[config.mk]
export PLATFORM = sky130hd
export DESIGN_NAME = stopwatch_ctrl
export DESIGN_NICKNAME = d
export VERILOG_FILES = /design/src/rtl/stopwatch_pkg.sv /design/src/rtl/key_debounce.sv /design/src/rtl/stopwatch_ctrl.sv
export SDC_FILE = /design/constraint.sdc
export NUM_CORES = 1
export LEC_CHECK = 0
export CELL_PAD_IN_SITES_DETAIL_PLACEMENT = 0
export CELL_PAD_IN_SITES_GLOBAL_PLACEMENT = 1
export CORE_ASPECT_RATIO = 0.8
export CORE_UTILIZATION = 52
export CTS_CLUSTER_DIAMETER = 60
export DETAILED_ROUTE_END_ITERATION = 10
export GPL_TIMING_DRIVEN = 0
export PLACE_DENSITY = 0.87
export SLEW_MARGIN = 5
export SYNTH_ARGS = -nofsm -noshare
export SYNTH_HDL_FRONTEND = slang
export SYNTH_HIERARCHICAL = 1
export SYNTH_SLANG_ARGS = --single-unit
[constraint.sdc]
create_clock -name CLOCK_50 -period 3.47 [get_ports CLOCK_50]
set_input_delay 0.694 -clock CLOCK_50 [delete_from_list [all_inputs] [get_ports CLOCK_50]]
set_output_delay 0.694 -clock CLOCK_50 [all_outputs]
set_load 0.02 [all_outputs]
[src/rtl/stopwatch_pkg.sv]
// Shared types and constants for the stopwatch control sequencer.
// Optional lap support is selected with the STOPWATCH_CTRL_LAP_EN macro
// in stopwatch_ctrl.sv; this package is identical in both builds.
package stopwatch_pkg;

  // Sequencer state encoding, also driven straight onto the debug LEDs.
  typedef logic [1:0] state_t;
  localparam logic [1:0] ST_IDLE = 2'b00;
  localparam logic [1:0] ST_RUN  = 2'b01;
  localparam logic [1:0] ST_STOP = 2'b10;
  localparam logic [1:0] ST_LAP  = 2'b11;

  // Board defaults: 50 MHz clock, 100 Hz tick, 10 ms debounce window.
  localparam int DEF_TICK_DIV        = 500000;
  localparam int DEF_DEBOUNCE_CYCLES = 500000;

  // Button events that can act on the state machine.
  typedef enum logic [1:0] {
    EV_NONE  = 2'd0,
    EV_CLEAR = 2'd1,
    EV_LAP   = 2'd2,
    EV_START = 2'd3
  } event_e;

  // Arbitration order for same-cycle presses, index 0 wins.
  localparam event_e EV_PRIORITY [3] = '{EV_START, EV_LAP, EV_CLEAR};

  // RUN and LAP are the counting states.
  function automatic logic is_running(input state_t st);
    return (st == ST_RUN) || (st == ST_LAP);
  endfunction

  // Highest-priority pressed event that is meaningful in state st.
  // Lap only matters while counting; clear only while not counting.
  function automatic event_e pick_event(input state_t st, input logic start_ev,
                                        input logic lap_ev, input logic clear_ev);
    event_e sel;
    logic   ok;
    sel = EV_NONE;
    for (int i = 2; i >= 0; i--) begin
      case (EV_PRIORITY[i])
        EV_START: ok = start_ev;
        EV_LAP:   ok = lap_ev && is_running(st);
        EV_CLEAR: ok = clear_ev && !is_running(st);
        default:  ok = 1'b0;
      endcase
      if (ok) sel = EV_PRIORITY[i];
    end
    return sel;
  endfunction

endpackage

[src/rtl/key_debounce.sv]
// One push-button conditioner: 2-FF synchroniser, stability counter and a
// one-cycle press pulse on the accepted 1->0 (press) transition.
// Releases are debounced too but produce no pulse.
module key_debounce
  import stopwatch_pkg::*;
#(
  parameter int DEBOUNCE_CYCLES = DEF_DEBOUNCE_CYCLES
) (
  input  logic CLOCK_50,
  input  logic reset,
  input  logic key_n,
  output logic press_o
);

  localparam int             CW       = (DEBOUNCE_CYCLES > 1) ? $clog2(DEBOUNCE_CYCLES) : 1;
  localparam logic [CW-1:0]  CNT_LAST = CW'(DEBOUNCE_CYCLES - 1);

  logic          sync1_q, sync1_d;
  logic          sync2_q, sync2_d;
  logic          level_q, level_d;
  logic [CW-1:0] cnt_q, cnt_d;
  logic          press_q, press_d;

  // Next-state: count while the synced level disagrees with the accepted
  // level, accept it once it has held for DEBOUNCE_CYCLES cycles.
  always_comb begin
    sync1_d = key_n;
    sync2_d = sync1_q;
    level_d = level_q;
    cnt_d   = '0;
    if (sync2_q != level_q) begin
      if (cnt_q == CNT_LAST) begin
        level_d = sync2_q;
      end else begin
        cnt_d = cnt_q + 1'b1;
      end
    end
    press_d = level_q & ~level_d;
  end

  // Registers; released (high) is the idle level.
  always_ff @(posedge CLOCK_50 or posedge reset) begin
    if (reset) begin
      sync1_q <= 1'b1;
      sync2_q <= 1'b1;
      level_q <= 1'b1;
      cnt_q   <= '0;
      press_q <= 1'b0;
    end else begin
      sync1_q <= sync1_d;
      sync2_q <= sync2_d;
      level_q <= level_d;
      cnt_q   <= cnt_d;
      press_q <= press_d;
    end
  end

  assign press_o = press_q;

endmodule

[src/rtl/stopwatch_ctrl.sv]
// Stopwatch control sequencer: conditions the start/stop, lap and clear
// buttons and runs the IDLE/RUN/STOP/LAP machine that drives the 100 Hz
// count tick, the counter clear and the display freeze.
// Define STOPWATCH_CTRL_LAP_EN to build with the lap button and LAP state;
// without it the lap key is ignored and freeze_o stays low.
module stopwatch_ctrl
  import stopwatch_pkg::*;
#(
  parameter int TICK_DIV        = DEF_TICK_DIV,
  parameter int DEBOUNCE_CYCLES = DEF_DEBOUNCE_CYCLES
) (
  input  logic       CLOCK_50,
  input  logic       reset,
  input  logic       key_start_n,
  input  logic       key_lap_n,
  input  logic       key_clear_n,
  output logic       tick_o,
  output logic       clear_o,
  output logic       freeze_o,
  output logic       running_o,
  output logic [1:0] state_o
);

  localparam int            PW       = (TICK_DIV > 1) ? $clog2(TICK_DIV) : 1;
  localparam logic [PW-1:0] PRE_LAST = PW'(TICK_DIV - 1);

  logic start_ev, lap_ev, clear_ev;

  key_debounce #(.DEBOUNCE_CYCLES(DEBOUNCE_CYCLES)) u_key_start (
    .CLOCK_50 (CLOCK_50),
    .reset    (reset),
    .key_n    (key_start_n),
    .press_o  (start_ev)
  );

  key_debounce #(.DEBOUNCE_CYCLES(DEBOUNCE_CYCLES)) u_key_clear (
    .CLOCK_50 (CLOCK_50),
    .reset    (reset),
    .key_n    (key_clear_n),
    .press_o  (clear_ev)
  );

`ifdef STOPWATCH_CTRL_LAP_EN
  key_debounce #(.DEBOUNCE_CYCLES(DEBOUNCE_CYCLES)) u_key_lap (
    .CLOCK_50 (CLOCK_50),
    .reset    (reset),
    .key_n    (key_lap_n),
    .press_o  (lap_ev)
  );
`else
  // Lap key has no function in this build.
  logic unused_key_lap_n;
  assign unused_key_lap_n = key_lap_n;
  assign lap_ev           = 1'b0;
`endif

  state_t        state_q, state_d;
  logic          tick_q, tick_d;
  logic          clear_q, clear_d;
  logic          freeze_q, freeze_d;
  logic          running_q, running_d;
  logic [PW-1:0] presc_q, presc_d;
  event_e        ev;
  logic          advance;

  // Next-state: arbitrate events, step the FSM, derive registered outputs
  // from the next state and run the tick prescaler.
  always_comb begin
    ev      = pick_event(state_q, start_ev, lap_ev, clear_ev);
    state_d = state_q;
    clear_d = 1'b0;
    case (ev)
      EV_START: state_d = is_running(state_q) ? ST_STOP : ST_RUN;
`ifdef STOPWATCH_CTRL_LAP_EN
      EV_LAP:   state_d = (state_q == ST_RUN) ? ST_LAP : ST_RUN;
`endif
      EV_CLEAR: begin
        state_d = ST_IDLE;
        clear_d = 1'b1;
      end
      default:  state_d = state_q;
    endcase

    running_d = is_running(state_d);
`ifdef STOPWATCH_CTRL_LAP_EN
    freeze_d  = (state_d == ST_LAP);
`else
    freeze_d  = 1'b0;
`endif

    // Count only while staying in a counting state, so the stop edge
    // never lets a tick slip into STOP; the held count keeps the
    // sub-tick phase for the next resume.
    advance = is_running(state_q) && is_running(state_d);
    presc_d = presc_q;
    tick_d  = 1'b0;
    if (clear_d) begin
      presc_d = '0;
    end else if (advance) begin
      if (presc_q == PRE_LAST) begin
        presc_d = '0;
        tick_d  = 1'b1;
      end else begin
        presc_d = presc_q + 1'b1;
      end
    end
  end

  // State and output registers.
  always_ff @(posedge CLOCK_50 or posedge reset) begin
    if (reset) begin
      state_q   <= ST_IDLE;
      tick_q    <= 1'b0;
      clear_q   <= 1'b0;
      freeze_q  <= 1'b0;
      running_q <= 1'b0;
      presc_q   <= '0;
    end else begin
      state_q   <= state_d;
      tick_q    <= tick_d;
      clear_q   <= clear_d;
      freeze_q  <= freeze_d;
      running_q <= running_d;
      presc_q   <= presc_d;
    end
  end

  assign tick_o    = tick_q;
  assign clear_o   = clear_q;
  assign freeze_o  = freeze_q;
  assign running_o = running_q;
  assign state_o   = state_q;

endmodule
==> flow_summary.json <==
{
  "gp_congestion": 0.765,
  "yosysWarnings": 6,
  "numCtsBuffers": 9,
  "max-vdd-ir-drop_v": 0.000228,
  "slowest_stage": "clkdlybuf4s50_1",
  "p_clk_share_pct": 42.3,
  "cap_viol_max_count": 0,
  "synth_compound_area_share_pct": 9.58,
  "final_cell_mix": "dfrtp_1 (64), nor2_1 (50), nand2_1 (25)",
  "final.period_utilization_pct": 61.6,
  "hold_class": "flop to flop",
  "ys_seq_area_share_pct": 48.4,
  "rows": 26,
  "die_x_um": 95.4,
  "synthMuxAreaShare_pct": 2.34,
  "synth_xor_area_share_pct": 7.23,
  "max_clock_freq_mhz": 468,
  "initial_core_util_pct": 55.3,
  "drt_iter0_drc": 126,
  "route.detailed.drc": 0,
  "worst_path_dominant_cell_family": "buffers and inverters",
  "critical_path_buf_inv_count": 1,
  "portBuffers": 8,
  "viasPerCell": 5.70,
  "pwr-share-comb_pct": 3.0,
  "period_needed_ps": 2140,
  "syn_area_um2": 3630,
  "cp-end-kind": "output pin",
  "cp.arrival_ps": 1440,
  "post_cts_resized": 0,
  "avgSynthCellArea_um2": 10.2,
  "insertion_delay_ps": 340,
  "leakagePower_uw": 0.00164,
  "synth_fa_ha_area_share_pct": 1.03,
  "dr.pass1.iters": 4,
  "rsz0062_at_grt": "no",
  "synth-edff-count": 0,
  "post_cts_buffers": 0,
  "cts_htree_levels": 3,
  "grt_antenna_before_repair": 0,
  "dp_hpwl_mm": 4.81,
  "min_path_cells": 0,
  "synth_top_family_by_area": "simple AND/OR/NAND/NOR gates",
  "grt_overflow": 0,
  "antenna_cells": 0,
  "die_y_um": 76.8,
  "cp.required_ps": 2780,
  "syn-num-nets": 365,
  "max_stage_delay_ps": 650,
  "final.setup.tns_ps": 0,
  "start_kind": "flop",
  "ys_ff_latch": 70,
  "hold_viol": 0,
  "die_area_um2": 7330,
  "ios": 11,
  "reg2reg_depth": 6,
  "path_max_fanout": 6,
  "layout_commonest_cell": "dfrtp_1",
  "core_um2": 6570,
  "cp_cell_sequence": "clkdlybuf4s50_1",
  "yosys.area_share.simple_pct": 27.8,
  "ant_nets": 0,
  "power.switching_uw": 331,
  "relSlewSlack_pct": 37.8,
  "layout.nets": 384,
  "placed_area_um2": 3820,
  "crit_cells": 1,
  "cts_hold_buffers": 0,
  "powerDensity_nw_per_um2": 380,
  "drv_slew": 0,
  "clockBufferDepth": 2,
  "vias": 2651,
  "path_clk_slew_ps": 70,
  "routedWlPerCell_um": 15.0,
  "syn_inst": 357,
  "p_seq_share_pct": 54.7,
  "grt_max_degree": 25,
  "cts_tree": "done",
  "outcome": "complete, no violations",
  "root_buffer": "clkbuf_8",
  "ys.flop_type": "dfrtp_1",
  "track_usage_pct": 21.8,
  "final_layout_size_suffix_gt1_share_pct": 14.4,
  "max_slew.worst_pin.slew_ps": 933,
  "wl_mm": 6.98,
  "internal_power_uw": 1190,
  "grt_pass1_wl_mm": 12.3,
  "area_growth_pct": 10.4,
  "grt_pass1_vias": 2607,
  "ys_types": 51,
  "fin_area_um2": 4010,
  "fin_skew_ps": 7.41,
  "clock-sinks": 70,
  "switching_share_pct": 21.7,
  "synthArstFlopShare_pct": 100,
  "setup_viol": 0,
  "worstSetupPathType": "flop to output pin"
}
## state kept, by name (all words and copies together), names as in the netlist
| register | count |
|---|---|
| presc_q | 19 |
| tick_o | 1 |
| u_key_start/level_q | 1 |
| u_key_clear/sync1_q | 1 |
| u_key_start/sync1_q | 1 |
| state_o | 2 |
| u_key_start/cnt_q | 19 |
| u_key_start/sync2_q | 1 |
| u_key_clear/cnt_q | 19 |
| u_key_clear/level_q | 1 |
| running_o | 1 |
| u_key_clear/press_o | 1 |
| u_key_clear/sync2_q | 1 |
| u_key_start/press_o | 1 |
| clear_o | 1 |
## routing by layer
metal / part of all wire (%) / track usage, %
met1: 51 / 32.0
met2: 45 / 31.6
met3: 3.9 / 5.85
met4: 0.69 / 5.82
met5: 0 / 0
## cells by family (layout without fill, tap and decap cells)
logic type	after synthesis	count (layout)
AND/OR/NAND/NOR	167	167
flip-flops	70	70
AO/OA/AOI/OAI	52	52
XOR/XNOR	30	30
buffers and inverters	26	50
multiplexers	8	8
adder cells (fa/ha/maj)	3	3
other	1	1
## synthesized netlist by cell type, types with 3 or more instances
cell	count	share of area (%)
nand4_1	9	1.6
ha_1	3	1.0
dfstp_2	6	4.3
or4_4	3	0.93
nand2_1	25	2.6
nor3_1	8	1.1
nor4_1	7	1.2
a21oi_1	20	2.8
nand4b_1	4	0.96
mux2i_1	4	1.1
nor2_1	50	5.2
o21ai_0	15	2.1
inv_1	18	1.9
or3_1	5	0.86
mux2_2	4	1.2
xor2_1	6	1.4
a22o_1	5	1.2
xnor2_1	24	5.8
and3_2	4	0.83
dfrtp_1	64	44
nor4_4	3	1.8
buf_6	3	0.93
or4_1	4	0.83
nand3_1	24	3.3
## power by group through the flow
| stage | combinational [µW] | clock, µW | sequential, µW |
|---|---|---|---|
| final | 45.3 | 645 | 834 |
| after CTS | 47.0 | 661 | 834 |
| after global routing | 53.5 | 703 | 835 |
| after global placement | 45.7 | 0 | 849 |
| after floorplan | 33.3 | 0 | 847 |
| after detailed placement | 46.9 | 0 | 849 |
## worst paths after layout
path                                startpoint              endpoint  slack [ps]
max                                 state_o[0]            state_o[0]        1330
min                        u_key_clear/sync1_q   u_key_clear/sync2_q         360
max reg2reg                        presc_q[14]            presc_q[3]        1380
max in group asynchronous                reset            presc_q[5]        1960
min in group asynchronous                reset  u_key_start/cnt_q[8]         900
min reg2reg                u_key_clear/sync1_q   u_key_clear/sync2_q         360
## through the flow
step	worst slack [ps]	std cells	hold WS, ps	power [µW]	utilization, %
2_1_floorplan	1520	357	345	881	-
3_3_place_gp	1440	449	349	895	58.1
3_5_place_dp	1400	449	348	896	58.1
4_1_cts	1320	465	363	1540	61.0
5_1_grt	1250	465	367	1590	61.0
6_report	1330	465	360	1520	61.0
## final cells by class
cell class | instances | area [µm²]
fill | 572 | 2560
sequential | 70 | 1760
multi-input combinational | 261 | 1750
clock buffer | 13 | 149
tap | 84 | 105
timing repair buffer | 8 | 80.1
inverter | 18 | 67.6
buffer | 8 | 57.6
clock inverter | 3 | 43.8
Note: power is estimated with default switching activity, not from simulation.
